### src/rtl/fpu_share_arbiter_pkg.sv
// fpu_share_arbiter_pkg: shared types and defaults for the FPU share arbiter
package fpu_share_arbiter_pkg;
  typedef enum logic [1:0] {IDLE, ISSUE, WAIT, RESP} state_t;
  typedef logic [2:0] fpu_op_t;
  typedef logic [1:0] fpu_rmode_t;
  localparam int DEFAULT_TIMEOUT = 255;
endpackage

### src/rtl/fpu_rr_arb.sv
// fpu_rr_arb: combinational round-robin grant, searching upward from ptr+1
module fpu_rr_arb #(
  parameter int N = 4,
  localparam int IW = $clog2(N)
) (
  input  logic [N-1:0]  req,
  input  logic [IW-1:0] ptr,
  output logic [N-1:0]  grant,
  output logic [IW-1:0] idx,
  output logic          any_req
);
  // Walk candidates farthest-first so the nearest one after ptr wins
  always_comb begin
    idx = '0;
    for (int i = N; i >= 1; i--)
      if (req[(int'(ptr) + i) % N]) idx = IW'((int'(ptr) + i) % N);
  end
  assign any_req = |req;
  assign grant = any_req ? N'(1) << idx : '0;
endmodule

### src/rtl/fpu_share_arbiter.sv
// fpu_share_arbiter: round-robin sharing of one FPU among NUM_REQ requesters.
// Optional watchdog in WAIT enabled by FPU_ARB_TIMEOUT_EN.
module fpu_share_arbiter
  import fpu_share_arbiter_pkg::*;
#(
  parameter int NUM_REQ = 4,
  parameter int FP_WIDTH = 32,
  parameter int TIMEOUT_CYCLES = DEFAULT_TIMEOUT
) (
  input  logic                         clk,
  input  logic                         rst,
  input  logic [NUM_REQ-1:0]           req_valid,
  output logic [NUM_REQ-1:0]           req_ready,
  input  logic [NUM_REQ*3-1:0]         req_op,
  input  logic [NUM_REQ*2-1:0]         req_rmode,
  input  logic [NUM_REQ*FP_WIDTH-1:0]  req_a,
  input  logic [NUM_REQ*FP_WIDTH-1:0]  req_b,
  output logic [NUM_REQ-1:0]           rsp_valid,
  output logic [FP_WIDTH-1:0]          rsp_result,
  output logic                         rsp_err,
  output logic                         fpu_start,
  output fpu_op_t                      fpu_op,
  output fpu_rmode_t                   fpu_rmode,
  output logic [FP_WIDTH-1:0]          fpu_a,
  output logic [FP_WIDTH-1:0]          fpu_b,
  input  logic                         fpu_ready,
  input  logic [FP_WIDTH-1:0]          fpu_result,
  output logic                         busy
);
  localparam int IW = $clog2(NUM_REQ);
  if (NUM_REQ < 2 || NUM_REQ > 8 || TIMEOUT_CYCLES < 1) begin : g_bad_param
    $error("fpu_share_arbiter: NUM_REQ must be 2..8 and TIMEOUT_CYCLES >= 1");
  end
  state_t state, state_n;
  logic [IW-1:0] ptr, idx;
  logic [NUM_REQ-1:0] grant;
  logic any_req, tmo, done;
  fpu_rr_arb #(.N(NUM_REQ)) u_arb (
    .req(req_valid),
    .ptr(ptr),
    .grant(grant),
    .idx(idx),
    .any_req(any_req)
  );
`ifdef FPU_ARB_TIMEOUT_EN
  localparam int CW = TIMEOUT_CYCLES > 255 ? $clog2(TIMEOUT_CYCLES + 1) : 8;
  logic [CW-1:0] cnt;
  // Counter idles at zero, so it starts from zero on every WAIT entry
  always_ff @(posedge clk or posedge rst)
    if (rst) cnt <= '0;
    else cnt <= state == WAIT ? cnt + 1'b1 : '0;
  assign tmo = state == WAIT && !fpu_ready && cnt == CW'(TIMEOUT_CYCLES - 1);
`else
  assign tmo = 1'b0;
`endif
  assign done = state == WAIT && (fpu_ready || tmo);
  always_ff @(posedge clk or posedge rst)
    if (rst) state <= IDLE;
    else state <= state_n;
  always_comb begin
    state_n = state == IDLE ? (any_req ? ISSUE : IDLE) :
              state == ISSUE ? WAIT :
              state == WAIT ? (done ? RESP : WAIT) : IDLE;
    req_ready = state == IDLE ? grant : '0;
    rsp_valid = state == RESP ? NUM_REQ'(1) << ptr : '0;
    fpu_start = state == ISSUE;
    busy = state != IDLE;
  end
  // ptr doubles as the in-flight requester index for response routing
  always_ff @(posedge clk or posedge rst)
    if (rst) begin
      ptr <= IW'(NUM_REQ - 1);
      fpu_op <= '0;
      fpu_rmode <= '0;
      fpu_a <= '0;
      fpu_b <= '0;
      rsp_result <= '0;
      rsp_err <= 1'b0;
    end else begin
      if (state == IDLE && any_req) begin
        ptr <= idx;
        fpu_op <= fpu_op_t'(req_op[int'(idx) * 3 +: 3]);
        fpu_rmode <= fpu_rmode_t'(req_rmode[int'(idx) * 2 +: 2]);
        fpu_a <= req_a[int'(idx) * FP_WIDTH +: FP_WIDTH];
        fpu_b <= req_b[int'(idx) * FP_WIDTH +: FP_WIDTH];
      end
      rsp_result <= done ? (fpu_ready ? fpu_result : '1) : '0;
      rsp_err <= done && !fpu_ready;
    end
endmodule

### config.mk
export PLATFORM = sky130hd
export DESIGN_NAME = fpu_share_arbiter
export DESIGN_NICKNAME = d
export VERILOG_FILES = /design/src/rtl/fpu_share_arbiter_pkg.sv /design/src/rtl/fpu_rr_arb.sv /design/src/rtl/fpu_share_arbiter.sv
export SDC_FILE = /design/constraint.sdc
export NUM_CORES = 1
export LEC_CHECK = 0
export BUFFER_PORTS_ARGS = -buffer_cell sky130_fd_sc_hd__clkbuf_2
export CORE_AREA = 2 2 167 169
export CTS_CLUSTER_DIAMETER = 30
export DETAILED_ROUTE_END_ITERATION = 16
export DIE_AREA = 0 0 169 171
export GPL_TIMING_DRIVEN = 0
export RECOVER_POWER = 50
export SLEW_MARGIN = 20
export SYNTH_ARGS = -nofsm -noshare
export SYNTH_HDL_FRONTEND = slang
export SYNTH_SLANG_ARGS = --single-unit
### constraint.sdc
create_clock -name clk -period 4.05 [get_ports clk]
set_input_delay 0.405 -clock clk [delete_from_list [all_inputs] [get_ports clk]]
set_output_delay 0.405 -clock clk [all_outputs]
set_load 0.01 [all_outputs]
Yosys cells after proc, flatten, opt, wreduce, memory -nomap -nowiden
Index checks and enable logic that the tools add are counted.

storage, ports and cells
  bits of input ports = 315
  bits in registers = 106
  logic and storage cells = 67

cells by class
  shift operators = 6
  multiply operators = 1
  reductions and logical operators = 11
  bitwise gates (word level) = 4
  add/sub/neg operators = 4
  multiplexer cells = 26
  $lt $le $gt $ge = 4
  equal/unequal tests = 3

operators with widths
  kind                                                  count
  variable part select 128 x 8 -> 32 bit                2
  two-way mux 32 bit                                    2
  < comparator 3 x 4 -> 1 bit (second input constant)   4
  two-way mux 2 bit                                     7
  two-way mux 4 bit                                     3
  variable part select 12 x 5 -> 3 bit                  1
  two-way mux 1 bit                                     10
  binary-select mux 1 bit (select 2 bit)                4
  OR reduction 2 bit                                    4
  variable part select 8 x 4 -> 2 bit                   1
  left shift 1 x 2 -> 4 bit (first input constant)      2
  adder 2 x 1 -> 2 bit (second input constant)          2
  adder 2 bit (second input constant)                   2
  AND 1 bit (first input constant)                      4
  equality test 2 bit (second input constant)           2
  multiplier 2 x 2 -> 4 bit (second input constant)     1
  OR reduction 4 bit                                    1
  logical AND 1 bit                                     3
  equality test 2 x 1 -> 1 bit (second input constant)  1
  logical NOT 2 bit                                     1
  nonzero test 2 bit                                    1
  logical NOT 1 bit                                     1

Logic depth before layout (Yosys ltp)
Gate-level depths: netlist of run 1.

  word-level depth = 13
  mapped depth = 11
  depth with buffers taken out = 8

By module
A second synthesis of run 1 with hierarchy kept.

second synthesis, totals
  cells, all modules = 363
  area, all modules = 5825.6 um^2

by module, submodules not included
  module             instances  area an instance (um^2)  cells each  sequential area each (um^2)
  fpu_share_arbiter  1          5587.9                   328         2655.0
  fpu_rr_arb         1          237.7                    35          0.0

Worst setup path after synthesis of run 1
No wires, ideal clock.

  path kind = register to output
  start = reg ptr[0]
  end = out req_ready[0]
  path slack = 1.398 ns
  required time = 3.645 ns
  cell stages (with the launch flop) = 12
  arrival = 2.247 ns
  path buffers = 3
  cells stage by stage = dfstp_2 > buf_6 > inv_1 > ha_1 > inv_1 > o2bb2ai_2 > a22oi_1 > nor2_1 > and2_4 > buf_6 > buf_6 > and2_1

between the ends
  word-level cells in the longest chain between the ends = 11
  elaborated cells between the ends (all ways) = 23
  classes of those cells = 4 x add/sub; 1 x shift; 18 x mux

RTL lines
  element                                                RTL line                 RTL
  from (decl)                                            fpu_share_arbiter.sv:35  logic [IW-1:0] ptr, idx;
  from (signal assigned)                                 fpu_share_arbiter.sv:72  ptr <= IW'(NUM_REQ - 1);
  from (signal assigned)                                 fpu_share_arbiter.sv:81  ptr <= idx;
  adder 2 x 1 -> 2 bit                                   fpu_rr_arb.sv:16         if (req[(int'(ptr) + i) % N]) idx = IW'((int'(ptr) + i) % N);
  binary-select mux 1 bit (select 2 bit)                 fpu_rr_arb.sv:16
  two-way mux 1 bit (not written as such) (2 in series)  fpu_rr_arb.sv:16
  two-way mux 2 bit (3 in series)                        fpu_rr_arb.sv:16
  two-way mux 2 bit *                                    fpu_rr_arb.sv:16
  left shift 1 x 2 -> 4 bit *                            fpu_rr_arb.sv:19         assign grant = any_req ? N'(1) << idx : '0;
  two-way mux 4 bit *                                    fpu_rr_arb.sv:19
  two-way mux 4 bit *                                    fpu_share_arbiter.sv:64  req_ready = state == IDLE ? grant : '0;
  to (decl)                                              fpu_share_arbiter.sv:13  output logic [NUM_REQ-1:0] req_ready,

Every way passes the cells marked *; elsewhere a longest branch is shown, timed or not. The select of a mux whose other input is x is not followed.

Final worst setup path of run 1
Ends and elaborated chain as after synthesis.

==> flow_summary.toml, run 1 <==
[critical_path]
critPathLaunchType = "flip-flop"
crit_arrival_ps = 3100
critPathRequiredTime_ps = 3640
crit_path_max_fanout = 10
end_kind = "output pin"
crit_type = "flip-flop to output pin"

[yosys]
synth_cell_types = 31
yosysWarningCount = 0
syn_inst = 516
synth_area_per_cell_um2 = 12.0
syn-cell-area_mm2 = 0.00621
seq_area_frac_synth_pct = 42.7
syn-num-nets = 839
ys_ff_latch = 106

[sta]
fin_ws_ps = 546
setup_violations = 0
fmax_mhz = 285
finClkSkew_ps = 13.2
grt_setup_unrepaired = "false"
finalHoldViolations = 0
period_needed_ps = 3500
slew_headroom_pct = -64.3
hold_ws_ps = 284
worst_pin_slew_ps = 2450
finalMaxSlewViolations = 54
finalCritPeriodShare_pct = 86.5

[clock_network]
root_buffer = "clkbuf_16"
ctsLongestPathBuffers = 2
cts_tree = "built"
cts_hold_buf = 0
postCtsSetupRepairBufs = 0
cts_buffers = 9
clk_latency_ps = 350
htreeDepth = 3
cts_resized = 0
cts.sinks = 106
clkTransAtPathRegs_ps = 90

[power]
comb_power_share_pct = 64.6
switching_share_pct = 46.7
ir_drop_uv = 284
power_frac_seq_pct = 23.3
powerDensity_mw_per_mm2 = 832
p_int_mw = 4.01
p_switching_mw = 3.51
p_clk_share_pct = 12.2
p_leak_nw = 4.99

[place]
dp_hpwl_mm = 18.6
place.gp.congestion = 0.802
place_ws_ps = 872
portBuffers = 426

[detailed_routing]
drt-pass1-iter-count = 4
wirelength_mm = 23.0
vias_per_cell = 4.47
dr_total_vias = 5841
drt_iter0_markers = 217
drc_errors = 0
post_drt_wl_per_cell_um = 17.6
ant_nets = 0

[floorplanning]
core_region_area_mm2 = 0.0273
dieArea_mm2 = 0.0289
die_w_um = 169
initial_core_util_pct = 22.7
io_pins = 427
num_rows = 61
die_y_um = 171

[global_routing]
grt_pass1_vias = 5975
grt_max_degree = 55
grt_pass1_wl_mm = 33.5
grt_usage_pct = 15.3
grt_antenna_before_repair = 0
grt_remaining_overflow = 0

[cells_and_area]
diodes = 0
fin_util_pct = 33.0
nFillCells = 2842
nets = 1278
area_delta_synth_final_pct = 45.3
drive_gt1_share_pct = 52.3

[outcome]
violations = "max-capacitance violations, max-slew violations"
status = "finished with violations"

[run]
drv_cap = 1

[worst_hold_path]
hp-class = "input port to flip-flop"
[placed cells by master (no fill, tap or decap), types with 6 or more instances in the layout]
cell / netlist / layout
nand2_1: 6 / 6
nor2_1: 72 / 72
a221oi_2: 69 / 69
clkbuf_2: 0 / 375
and3_1: 34 / 34
mux2i_1: 139 / 139
dfrtp_1: 104 / 104
ha_1: 8 / 8
buf_6: 10 / 11
inv_1: 9 / 8
clkbuf_16: 0 / 9
clkbuf_1: 13 / 65
buf_2: 15 / 15
[final timing paths]
| kind | slack [ps] | start | to | cells past startpoint |
|---|---|---|---|---|
| hold / removal | 280 | fpu_result[22] | rsp_result[22]$_DFF_PP0_ | 2 |
| hold reg to reg | 580 | fpu_a[22]$_DFFE_PP0P_ | fpu_a[22]$_DFFE_PP0P_ | 2 |
| max in group asynchronous | 1190 | rst | rsp_result[16]$_DFF_PP0_ | 3 |
| setup reg to reg | 1080 | ptr[0]$_DFFE_PP1P_ | fpu_op[0]$_DFFE_PP0P_ | 10 |
| setup / recovery | 550 | ptr[0]$_DFFE_PP1P_ | req_ready[0] | 12 |
| min in group asynchronous | 690 | rst | fpu_b[23]$_DFFE_PP0P_ | 2 |
[critical path: stages (launching register included)]
cell	delay, ps
dfstp_2	560
buf_6	130
inv_1	100
ha_1	380
inv_1	120
o2bb2ai_2	140
a22oi_1	110
nor2_1	350
and2_4	220
buf_6	170
buf_6	190
and2_1	140
clkbuf_2	130
[per-stage QoR]
| stage | instance area (um^2) | std cells | setup TNS [ps] | power [mW] |
|---|---|---|---|---|
| final | 9030 | 1306 | 0 | 7.51 |
| after global routing | 9030 | 1306 | 0 | 8.06 |
| after CTS | 9120 | 1306 | 0 | 7.72 |
| after detailed placement | 8830 | 1290 | 0 | 6.75 |
| after global placement | 8780 | 1288 | -54290 | 6.67 |
| after floorplan | 6210 | 516 | 0 | 5.17 |
[power groups by stage]
stage                     clock (mW)  sequential [mW]  combinational, mW
after floorplan                    0             1.91               3.26
after global placement             0             1.75               4.92
after detailed placement           0             1.76               4.99
after CTS                      0.976             1.75               4.99
after global routing            1.02             1.80               5.24
final                          0.914             1.75               4.85
[registers in the layout (all words and copies together) (netlist names)]
register    count
state           2
fpu_op          3
rsp_result     32
rsp_err         1
fpu_a          32
ptr             2
fpu_b          32
fpu_rmode       2
[synth_stat cells]
cell type  number  area [um^2]
o31ai_1         1         7.51
buf_6          10          113
o211a_1         1         10.0
a21boi_0        1         7.51
a221oi_1        1         8.76
o2bb2ai_2       1         15.0
a311oi_2        1         15.0
buf_4           3         22.5
nor3_1          3         15.0
a21oi_1         3         15.0
a22oi_1         1         7.51
nand2_1         6         22.5
a221oi_2       69         1040
nor2_2          1         6.26
mux2_4          1         15.0
buf_2          15         75.1
clkbuf_1       13         48.8
conb_1          1         3.75
and2_4          1         8.76
o21ai_0         3         15.0
mux2i_1       139         1390
a21o_1          2         15.0
and3_1         34          213
dfrtp_1       104         2600
dfstp_2         2         52.6
clkbuf_4        4         30.0
ha_1            8          100
inv_1           9         33.8
nor2_1         72          270
and2_1          5         31.3
o22ai_1         1         6.26
[logic make-up after synthesis]
logic type / synth area share (%)
multiplexers: 22.6
buffers and inverters: 5.20
AO/OA/AOI/OAI: 18.6
flip-flops: 42.7
AND/OR/NAND/NOR: 9.12
other: 0.0604
adder cells (fa/ha/maj): 1.61
[routing by layer]
metal | GRT usage (%) | vias up | wire length [um]
met5 | 0 | - | 0
met4 | 3.08 | 0 | 219
met3 | 3.91 | 7 | 1650
met2 | 28.0 | 276 | 11600
met1 | 18.3 | 2745 | 9580
li1 | - | 2813 | -
[final cells by class]
type                       instances  area [um^2]  share of cell area, %
buffer                            45          289                   3.20
inverter                           9         35.0                  0.388
clock inverter                     7         66.3                  0.735
tap                              346          433                   4.80
multi-input combinational        356         3240                   35.9
timing repair buffer             428         2080                   23.1
clock buffer                       9          225                   2.50
sequential                       106         2660                   29.4
Power figures use the tool's default switching activity.
==> run 2: changes to the inputs <==
- CORE_AREA: 2 2 167 169 -> 2 2 165 167
- DIE_AREA: 0 0 169 171 -> 0 0 167 169
- clock period: 4.05 -> 2.81 ns (I/O delays scaled with it)
==> flow_summary.toml, run 2 (synthesis gave the netlist of run 1 again) <==
[outcome]
status = "finished, final reports clean"

[power]
p_total_mw = 11.3
powerDensity_mw_per_mm2 = 1220
p_leak_nw = 5.01
ir_drop_uv = 553

[sta]
finalHoldViolations = 0
setup_violations = 0
fmax_mhz = 368
tns_ps = 0
period_needed_ps = 2720
grt_setup_unrepaired = "true"
slew_headroom_pct = 44.2
finalCritPeriodShare_pct = 96.8
fin_ws_ps = 90.5
hold_ws_ps = 158
finalMaxSlewViolations = 0
finClkSkew_ps = 12.9
worst_pin_slew_ps = 837

[place]
portBuffers = 426
place.gp.congestion = 0.792
placedCellCount = 1287
dp_hpwl_mm = 19.0
place_ws_ps = -271
placed_cell_area_mm2 = 0.00885

[floorplanning]
core_region_area_mm2 = 0.0265
io_pins = 427
die_y_um = 169
initial_core_util_pct = 23.4
die_w_um = 167
dieArea_mm2 = 0.0282
num_rows = 60

[global_routing]
grt_antenna_before_repair = 3
grt_max_degree = 34
grt_pass1_wl_mm = 35.4
grt_usage_pct = 16.4
grt_pass1_vias = 6133
grt_remaining_overflow = 0

[critical_path]
cp_slowest_stage_delay_ps = 540
crit_arrival_ps = 2440
critPathLaunchType = "flip-flop"
crit_path_max_fanout = 4
critPathRequiredTime_ps = 2530
cpLargestDelayFamily = "flip-flops"
critPathBufInv = 5
crit_chain = "buf_6 -> clkinvlp_4 -> ha_4 -> inv_4 -> o2bb2ai_4 -> a22oi_2 -> nor2_2 -> and2_4 -> buf_12 -> and2_4 -> buf_6"
end_kind = "output pin"
crit_type = "flip-flop to output pin"
cpMaxStageDelayCell = "dfstp_2"
reg2reg_slack_ps = 130

[clock_network]
cts_buffers = 9
cts_tree = "built"
htreeDepth = 3
clk_latency_ps = 360
root_buffer = "clkbuf_16"
ctsLongestPathBuffers = 2
cts.sinks = 106
clkTransAtPathRegs_ps = 90

[run]
drv_cap = 0

[detailed_routing]
drt_iter0_markers = 189
vias_per_cell = 4.54
dr_total_vias = 5986
wirelength_mm = 23.8
drc_errors = 0
post_drt_wl_per_cell_um = 18.1
ant_nets = 0
drt-pass1-iter-count = 4

[cells_and_area]
area_delta_synth_final_pct = 48.6
drive_gt1_share_pct = 50.9
final_cell_area_mm2 = 0.00923
mostFrequentLayoutCells = "clkbuf_2 (343), mux2i_1 (139), dfrtp_1 (104), clkbuf_1 (95), nor2_1 (71)"
nets = 1294
reg_top3 = "fpu_a (32), fpu_b (32), rsp_result (32)"
fin_cells = 1318
final_common_cell = "clkbuf_2"
fin_util_pct = 34.8

[worst_hold_path]
hp-class = "input port to flip-flop"
## run 2: layer usage
metal  part of all wire (%)  routed length [um]  up-vias  track usage [%]
li1                       -                   -     2850                -
met1                     39                9290     2830             18.9
met2                     51               12200      279             29.6
met3                    8.2                1950       25             4.77
met4                    1.5                 357        2             4.50
met5                  0.055                  13        -                0
## run 2: layout make-up
class,instances,area [um^2]
Fill cell,2756,17300
Multi-Input combinational cell,356,3310
Sequential cell,106,2660
Timing Repair Buffer,446,2200
Tap cell,341,427
Buffer,43,307
Clock buffer,9,225
Clock inverter,7,67.6
Inverter,9,41.3
Antenna cell,1,2.50
## run 2: power by group
| part | total (mW) | switching (mW) | internal [mW] | leakage (nW) |
|---|---|---|---|---|
| registers | 2.49 | 0.326 | 2.17 | 1.25 |
| logic | 7.46 | 4.22 | 3.24 | 3.61 |
| clock network | 1.30 | 0.670 | 0.629 | 0.142 |
## run 2: worst reg2reg max path: cells and delay by family, from the launching register on
kind	cells	cell delay, ps
AOI/OAI and AO/OA	3	480
adders and majority gates	1	320
buffers and inverters	5	870
DFF	1	540
and+or+nand+nor	2	330
## run 2: what timing repair did
action / CTS / global route
pin swaps: 4 / 4
gates resized for setup: 18 / 12
hold buffers: 1 / 0
endpoints found under the hold margin: 15 / 0
endpoints found under the setup margin: 74 / 34
setup buffers: 9 / 6
cloned: 0 / 0
## run 2: path summary, 6_finish.rpt
check                           cells past startpoint                       end                  start
worst max-delay path                               11              req_ready[0]     ptr[0]$_DFFE_PP1P_
worst min-delay path                                2  rsp_result[26]$_DFF_PP0_         fpu_result[26]
worst max register to register                     11     fpu_b[13]$_DFFE_PP0P_     ptr[0]$_DFFE_PP1P_
worst min register to register                      2     fpu_a[28]$_DFFE_PP0P_  fpu_a[28]$_DFFE_PP0P_
max in group asynchronous                           5     fpu_b[13]$_DFFE_PP0P_                    rst
min in group asynchronous                           3      fpu_a[8]$_DFFE_PP0P_                    rst
==> run 3: changes to the inputs <==
- CORE_AREA: 2 2 165 167 -> 2 2 167 169
- DIE_AREA: 0 0 167 169 -> 0 0 169 171
- SYNTH_HIERARCHICAL: not set -> 1
==> flow_summary.toml, run 3 <==
[outcome]
status = "finished, final reports clean"

[floorplanning]
die_w_um = 169
io_pins = 427
die_y_um = 171
core_region_area_mm2 = 0.0273
num_rows = 61
dieArea_mm2 = 0.0289
initial_core_util_pct = 21.3

[yosys]
netlist.area_leader.share_pct = 44.7
synthTopCellsByCount = "dfrtp_1 (104), mux2_2 (71), mux4_2 (69), and3_1 (34), clkbuf_1 (12)"
yosysWarningCount = 6
seq_area_frac_synth_pct = 45.6
syn-cell-area_mm2 = 0.00583
syn_inst = 363
yosysMostFrequentCell = "dfrtp_1"
synth.top_cells.by_area = "dfrtp_1 (45%), mux4_2 (27%), mux2_2 (14%)"
async_reset_ff_share_pct = 100
syn-num-nets = 682
synth_cell_types = 32
synth_edf_count = 0
synth_largest_area_cell = "dfrtp_1"
ys_ff_latch = 106
synth_ff_type = "dfrtp_1"
synth_area_per_cell_um2 = 16.0

[place]
portBuffers = 425
dp_hpwl_mm = 16.8
place.gp.congestion = 0.773
place_ws_ps = 63.7
placed_cell_area_mm2 = 0.00845

[cells_and_area]
mostFrequentLayoutCells = "clkbuf_2 (342), dfrtp_1 (104), clkbuf_1 (95), mux2_2 (71), mux4_2 (69)"
nFillCells = 2885
reg_top3 = "fpu_a (32), fpu_b (32), rsp_result (32)"
final_common_cell = "clkbuf_2"
drive_gt1_share_pct = 65.0
diodes = 0
multiInputGateArea_mm2 = 0.00288
nets = 1122
area_delta_synth_final_pct = 47.8
final_cell_area_mm2 = 0.00861
seq_area_mm2 = 0.00266

[sta]
period_needed_ps = 2730
fin_ws_ps = 80.9
tns_ps = 0
setup_violations = 0
finalHoldViolations = 0
fmax_mhz = 366
grt_setup_unrepaired = "true"
finalCritPeriodShare_pct = 97.1
finalMaxSlewViolations = 0
hold_ws_ps = 164
slew_headroom_pct = 25.7
finClkSkew_ps = 13.1
worst_pin_slew_ps = 1110

[power]
p_total_mw = 8.14
p_leak_nw = 4.22
powerDensity_mw_per_mm2 = 946
ir_drop_uv = 345

[global_routing]
grt_antenna_before_repair = 0
grt_max_degree = 32
grt_pass1_vias = 5145
grt_remaining_overflow = 0
grt_usage_pct = 13.2
grt_pass1_wl_mm = 28.8

[worst_hold_path]
hold_depth = 2
hp-class = "input port to flip-flop"

[clock_network]
ctsLongestPathBuffers = 2
clk_latency_ps = 350
cts.sinks = 106
clkTransAtPathRegs_ps = 80
htreeDepth = 3
cts_buffers = 9
root_buffer = "clkbuf_16"
cts_tree = "built"

[critical_path]
crit_arrival_ps = 2960
crit_type = "flip-flop to flip-flop"
critPathLaunchType = "flip-flop"
rr_worst_depth = 7
crit_path_max_fanout = 10
critPathRequiredTime_ps = 3040
end_kind = "flip-flop"
reg2reg_slack_ps = 80

[detailed_routing]
wirelength_mm = 20.4
dr_total_vias = 5060
vias_per_cell = 4.38
drt-pass1-iter-count = 4
drc_errors = 0
drt_iter0_markers = 161
ant_nets = 0
post_drt_wl_per_cell_um = 17.7

[run]
drv_cap = 0
## run 3: layout make-up
type / count / area share (%)
clock inverters: 6 / 0.465
clock buffers: 10 / 2.78
repair buffers: 429 / 24.0
multi-input cells: 220 / 33.4
plain buffers: 32 / 3.21
inverters: 5 / 0.233
well taps: 346 / 5.03
flip-flops and latches: 106 / 30.8
## run 3: path summary, 6_finish.rpt
kind / start / to
max: ptr[1]$_DFFE_PP1P_ / fpu_a[16]$_DFFE_PP0P_
min: fpu_result[3] / rsp_result[3]$_DFF_PP0_
max reg2reg: ptr[1]$_DFFE_PP1P_ / fpu_a[16]$_DFFE_PP0P_
min reg2reg: fpu_b[17]$_DFFE_PP0P_ / fpu_b[17]$_DFFE_PP0P_
max in group asynchronous: rst / fpu_b[29]$_DFFE_PP0P_
min in group asynchronous: rst / rsp_result[18]$_DFF_PP0_
## run 3: repair_timing
action,in CTS,in global routing
hold endpoints to repair,19,0
hold buffers,1,0
gates resized for setup,0,5
setup endpoints to repair,0,25
setup buffers,0,0
## run 3: per-stage QoR
stage | utilization, % | cells
finish | 31.5 | 1154
global route | 31.5 | 1154
CTS | 32.0 | 1154
detailed placement | 30.9 | 1137
global placement | 30.7 | 1134
floorplan | - | 363
## run 3: worst max-delay path, cell delays in order (launching register included)
cell,delay (ps)
dfstp_2,590
buf_6,150
nand2_1,60
a221oi_2,210
buf_2,310
clkbuf_1,580
mux4_2,420
mux2_2,270
## run 3: power by group
part	switching, mW	internal [mW]	total [mW]
logic	2.11	2.32	4.43
registers	0.306	2.18	2.48
clock network	0.601	0.627	1.23
## run 3: cells by family (layout without fill, tap and decap cells)
group / Yosys count / in the layout / share of synthesized area [%]
compound gates: 13 / 13 / 1.72
fa+ha+maj: 4 / 4 / 0.859
buf+inv: 37 / 482 / 5.03
flops: 106 / 106 / 45.6
mux: 141 / 141 / 40.6
other cells: 1 / 1 / 0.0644
simple gates: 61 / 61 / 6.19
## run 3: per-layer routing
metal / share of wire [%] / global-route usage (%) / vias up
li1: - / - / 2283
met1: 41 / 15.8 / 2524
met2: 52 / 23.7 / 230
met3: 6.0 / 2.94 / 23
met4: 1.8 / 4.16 / 0
met5: 0 / 0 / -
